**config.mk**
```make
export PLATFORM = sky130hd
export DESIGN_NAME = data_mem_responder
export DESIGN_NICKNAME = d
export VERILOG_FILES = /design/src/rtl/data_mem_responder.sv
export SDC_FILE = /design/constraint.sdc
export NUM_CORES = 2
export LEC_CHECK = 0
export CAP_MARGIN = 10
export CELL_PAD_IN_SITES_DETAIL_PLACEMENT = 1
export CELL_PAD_IN_SITES_GLOBAL_PLACEMENT = 2
export CORE_ASPECT_RATIO = 0.8
export CORE_UTILIZATION = 53
export DETAILED_ROUTE_END_ITERATION = 10
export GPL_ROUTABILITY_DRIVEN = 0
export MAX_ROUTING_LAYER = met4
export PLACE_DENSITY = 0.94
export SYNTH_ARGS = -nofsm -noshare
export SYNTH_HDL_FRONTEND = slang
export SYNTH_SLANG_ARGS = --single-unit
```
**constraint.sdc**
```tcl
create_clock -name clk -period 8.81 [get_ports clk]
set_clock_uncertainty 0.15 [all_clocks]
set_input_delay 1.762 -clock clk [delete_from_list [all_inputs] [get_ports clk]]
set_output_delay 1.762 -clock clk [all_outputs]
set_load 0.005 [all_outputs]
```
**src/rtl/data_mem_responder.sv**
```systemverilog
// Data-memory responder for the single-cycle core: word RAM plus an MMIO page
// (cycle counter, output port, debug TX FIFO). Optional FIFO: DMEM_DBG_FIFO_EN.
module data_mem_responder #(
   parameter int DEPTH     = 64,
   parameter int DBG_DEPTH = 4
) (
   input  logic        clk,
   input  logic        rst,
   input  logic        WE,
   input  logic [31:0] A,
   input  logic [31:0] WD,
   output logic [31:0] RD,
   output logic [31:0] out_port,
   output logic        dbg_valid,
   input  logic        dbg_ready,
   output logic [31:0] dbg_data,
   output logic        dbg_overflow
);

   localparam int AW = $clog2(DEPTH);
   localparam int PW = $clog2(DBG_DEPTH);

   localparam logic [7:0] OFF_CYCLE = 8'h00;
   localparam logic [7:0] OFF_OUT   = 8'h04;
   localparam logic [7:0] OFF_TX    = 8'h08;
   localparam logic [7:0] OFF_STAT  = 8'h0C;

   logic          is_page;
   logic [7:0]    off;
   logic [AW-1:0] idx;
   logic          ram_we;
   logic          out_we;
   logic [31:0]   mem [DEPTH];
   logic [31:0]   cycle_cnt;

   assign is_page = (A[31:8] == 24'hFFFFFF);
   assign off     = A[7:0];
   assign idx     = A[AW+1:2];
   assign ram_we  = WE && !is_page;
   assign out_we  = WE && is_page && (off == OFF_OUT);

   // RAM is deliberately left out of reset so a reset keeps program data.
   always_ff @(posedge clk) begin
      if (ram_we) mem[idx] <= WD;
   end

   always_ff @(posedge clk or negedge rst) begin
      if (!rst) begin
         cycle_cnt <= '0;
         out_port  <= '0;
      end else begin
         cycle_cnt <= cycle_cnt + 32'd1;
         if (out_we) out_port <= WD;
      end
   end

`ifdef DMEM_DBG_FIFO_EN
   logic [31:0] fifo [DBG_DEPTH];
   logic [PW:0] wr_ptr;
   logic [PW:0] rd_ptr;
   logic [PW:0] count;
   logic        empty;
   logic        full;
   logic        pop;
   logic        push_req;
   logic        push_ok;
   logic        ovf_clr;

   assign empty    = (wr_ptr == rd_ptr);
   assign full     = (wr_ptr[PW] != rd_ptr[PW]) && (wr_ptr[PW-1:0] == rd_ptr[PW-1:0]);
   assign count    = wr_ptr - rd_ptr;
   assign pop      = !empty && dbg_ready;
   assign push_req = WE && is_page && (off == OFF_TX);
   assign push_ok  = push_req && (!full || pop);
   assign ovf_clr  = WE && is_page && (off == OFF_STAT);

   // When full with a pop, the write lands in the slot being freed this edge.
   always_ff @(posedge clk) begin
      if (push_ok) fifo[wr_ptr[PW-1:0]] <= WD;
   end

   always_ff @(posedge clk or negedge rst) begin
      if (!rst) begin
         wr_ptr       <= '0;
         rd_ptr       <= '0;
         dbg_overflow <= 1'b0;
      end else begin
         if (push_ok) wr_ptr <= wr_ptr + 1'b1;
         if (pop)     rd_ptr <= rd_ptr + 1'b1;
         if (push_req && !push_ok) dbg_overflow <= 1'b1;
         else if (ovf_clr)         dbg_overflow <= 1'b0;
      end
   end

   assign dbg_valid = !empty;
   assign dbg_data  = empty ? '0 : fifo[rd_ptr[PW-1:0]];
`else
   logic dbg_ready_unused;
   assign dbg_ready_unused = dbg_ready;
   assign dbg_valid        = 1'b0;
   assign dbg_data         = '0;
   assign dbg_overflow     = 1'b0;
`endif

   always_comb begin
      RD = '0;
      if (!is_page) begin
         RD = mem[idx];
      end else begin
         case (off)
            OFF_CYCLE: RD = cycle_cnt;
            OFF_OUT:   RD = out_port;
`ifdef DMEM_DBG_FIFO_EN
            OFF_TX:    RD = 32'(count);
            OFF_STAT:  RD = {29'b0, dbg_overflow, full, empty};
`endif
            default:   RD = '0;
         endcase
      end
   end

endmodule

```
==> flow_metrics.py <==
metrics = {
    "floorplanning": {
        "fp.dieH_um": 353,
        "num_rows": 128,
        "die_x_um": 441,
        "coreArea_um2": 153000,
        "num_io_pins": 166,
        "start_util_pct": 53.5,
        "die-area_um2": 156000,
    },
    "grt": {
        "grt_max_degree": 108,
        "grt_usage_pct": 36.8,
        "grt-ovfl-total": 0,
        "groute.layer.met2.usage_pct": 53.5,
        "grt_most_used_layer": "met2",
        "grt_pass1_vias": 46700,
        "met1_usage_pct": 47.1,
        "antenna_found_initial": 23,
        "grtUsageMet3_pct": 11.1,
        "grt_pass1_wl_mm": 378,
    },
    "route": {
        "route.detailed.drc": 0,
        "detailedRoute.firstIterationViolations": 9170,
        "viasPerCell": 7.34,
        "vias": 46300,
        "first_pass_iters": 5,
        "routed_wl_mm": 278,
        "ant_nets": 0,
        "wire_per_inst_um": 44.0,
    },
    "power": {
        "ir_worst_vdd_uv": 237,
        "p_per_area_nw_per_um2": 223,
        "p_leak_uw": 0.0296,
    },
    "worst_hold_path": {
        "hold_class": "flop to flop",
    },
    "outcome": {
        "status": "finished clean",
    },
    "worst_setup_path": {
        "crit_start": "A[7]",
        "cp_top_family": "simple AND/OR/NAND/NOR gates",
        "reg2reg_to": "cycle_cnt[31]",
        "crit_type": "input pin to output port",
        "worstPathArrival_ns": 6.17,
        "worstSetupEndpointType": "output port",
        "worst-path-stages": 9,
        "slowest_stage": "or3b_1",
        "reg2reg_depth": 6,
        "rrSetupSlack_ns": 5.66,
        "path_max_fanout": 18,
        "cpMostUsedCell": "nor2_1",
        "r2r_start": "cycle_cnt[3]",
        "cp_slowest_stage_delay_ns": 1.04,
        "required_ns": 6.90,
        "startpoint_type": "input pin",
        "crit_end": "RD[28]",
        "path_cells": "buf_2 > or3b_1 > nor2_1 > buf_4 > a22oi_1 > o211ai_1 > nor3_1 > nor2_1 > clkdlybuf4s50_1",
        "cp_num_buf_inv": 3,
    },
    "final_layout": {
        "finish.utilization_pct": 60.6,
        "area_delta_synth_final_pct": 13.4,
        "nFillCells": 12500,
        "fin_area_um2": 92500,
        "drive_gt1_share_pct": 25.1,
        "final_nets": 4187,
        "final_cell_count_no_fill": 6306,
    },
    "flow_run": {
        "drv_cap": 0,
    },
    "synth": {
        "synth-edff-count": 2048,
        "synthFlopType": "edfxtp_1",
        "ys_seq_elements": 2112,
        "postSynthCellCount": 3800,
        "syn_area_per_cell_um2": 21.5,
        "synthArstFlopShare_pct": 3.03,
        "synth-seq-area-share_pct": 77.3,
        "synth_area_um2": 81600,
        "yosysUniqueCellTypes": 64,
        "yosysWarnings": 0,
    },
    "placed_design": {
        "portBuffers": 130,
        "dp_hpwl_mm": 158,
        "place_inst": 5924,
        "placed_area_um2": 86200,
    },
    "sta": {
        "worstMarginPinSlew_ns": 1.45,
        "rsz0062_at_grt": "false",
        "drv_slew": 0,
        "setup_tns_ns": 0,
        "timing.slew.headroom_pct": 3.58,
        "final_hold_viol_count": 0,
        "max_freq_ghz": 0.124,
        "setup_viol": 0,
        "post-route-period-util_pct": 91.8,
        "min_period_ns": 8.08,
    },
    "cts": {
        "clock_latency_ns": 0.86,
        "cts_buffers": 191,
        "cts.hold.buffers_added": 0,
        "path_clk_slew_ns": 0.06,
        "cts_setup_buffers": 0,
        "cts_tree": "built",
        "cts.sinks": 2112,
        "cts_repair_resize_count": 0,
        "clockBufferDepth": 3,
        "cts-root-buf": "clkbuf_16",
        "htree_levels": 4,
    },
}
-- layout by cell type, fill, tap and decap left out, drive strengths merged, types with 26 or more instances in the layout --
master / netlist / routed
edfxtp: 2048 / 2048
nor2: 125 / 125
clkdlybuf4s50: 0 / 91
mux2i: 141 / 141
a21oi: 52 / 52
o21ai: 27 / 27
a31oi: 28 / 28
mux2: 39 / 39
a22oi: 64 / 64
a221oi: 78 / 78
nor3: 28 / 28
o22ai: 26 / 26
dfrtp: 64 / 64
conb: 1 / 34
nand2: 118 / 118
mux4: 458 / 458
nand3: 47 / 47
clkbuf: 101 / 240
clkinv: 0 / 85
buf: 138 / 240
-- metal layers --
| layer | wire length (µm) | vias up |
|---|---|---|
| li1 | - | 16700 |
| met1 | 92500 | 23900 |
| met2 | 126000 | 4660 |
| met3 | 41500 | 1059 |
| met4 | 17600 | 0 |
| met5 | 0 | - |
-- state kept, by name (all words and copies together), names as in the netlist --
name / count
out_port: 32
cycle_cnt: 32
mem: 2048
-- stage by stage --
step	total power [µW]	setup slack, ns	hold WS (ns)
after floorplan	11800	3.29	0.295
after global placement	12400	1.14	0.315
after detailed placement	12400	0.991	0.337
after CTS	20600	0.946	0.349
after global routing	20900	0.924	0.378
final	20600	0.725	0.353
-- power by group --
| group | switching, µW | internal [µW] |
|---|---|---|
| Combinational | 812 | 403 |
| Sequential | 22.3 | 11100 |
| Clock | 3870 | 4440 |
-- worst min-delay path by stage --
stage / from / endpoint / slack, ns / cells after the start
CTS: cycle_cnt[31] / cycle_cnt[31] / 0.35 / 1
finish: cycle_cnt[31] / cycle_cnt[31] / 0.35 / 1
global placement: cycle_cnt[31] / cycle_cnt[31] / 0.32 / 1
detailed placement: cycle_cnt[31] / cycle_cnt[31] / 0.34 / 1
global route: cycle_cnt[31] / cycle_cnt[31] / 0.38 / 1
floorplan: cycle_cnt[31] / cycle_cnt[31] / 0.30 / 1
-- area by class of cell --
class / count / area, µm² / share of cell area, %
Antenna cell: 16 / 40.0 / 0.0433
Clock buffer: 240 / 5040 / 5.44
Clock inverter: 110 / 930 / 1.00
Inverter: 6 / 25.0 / 0.0270
Multi-Input combinational cell: 1476 / 17800 / 19.3
Sequential cell: 2112 / 63100 / 68.2
Tap cell: 2015 / 2520 / 2.72
Timing Repair Buffer: 331 / 3030 / 3.27
-- cell usage after synthesis, types with 50 or more instances --
library cell / n / area, µm²
a21oi_1: 52 / 260
a221oi_1: 77 / 674
a22oi_1: 64 / 480
buf_2: 50 / 250
buf_4: 54 / 405
clkbuf_1: 101 / 379
dfrtp_1: 64 / 1600
edfxtp_1: 2048 / 61500
mux2i_1: 141 / 1410
mux4_2: 458 / 10300
nand2_1: 118 / 443
nor2_1: 124 / 465
-- cells by family after synthesis --
group	Yosys count	synth area share [%]
compound gates	373	3.37
xor+xnor	30	0.322
fa+ha+maj	1	0.0153
buf+inv	245	1.66
flops	2112	77.3
mux	638	15.0
other cells	1	0.00459
simple gates	400	2.28
Power figures use the tool's default switching activity.
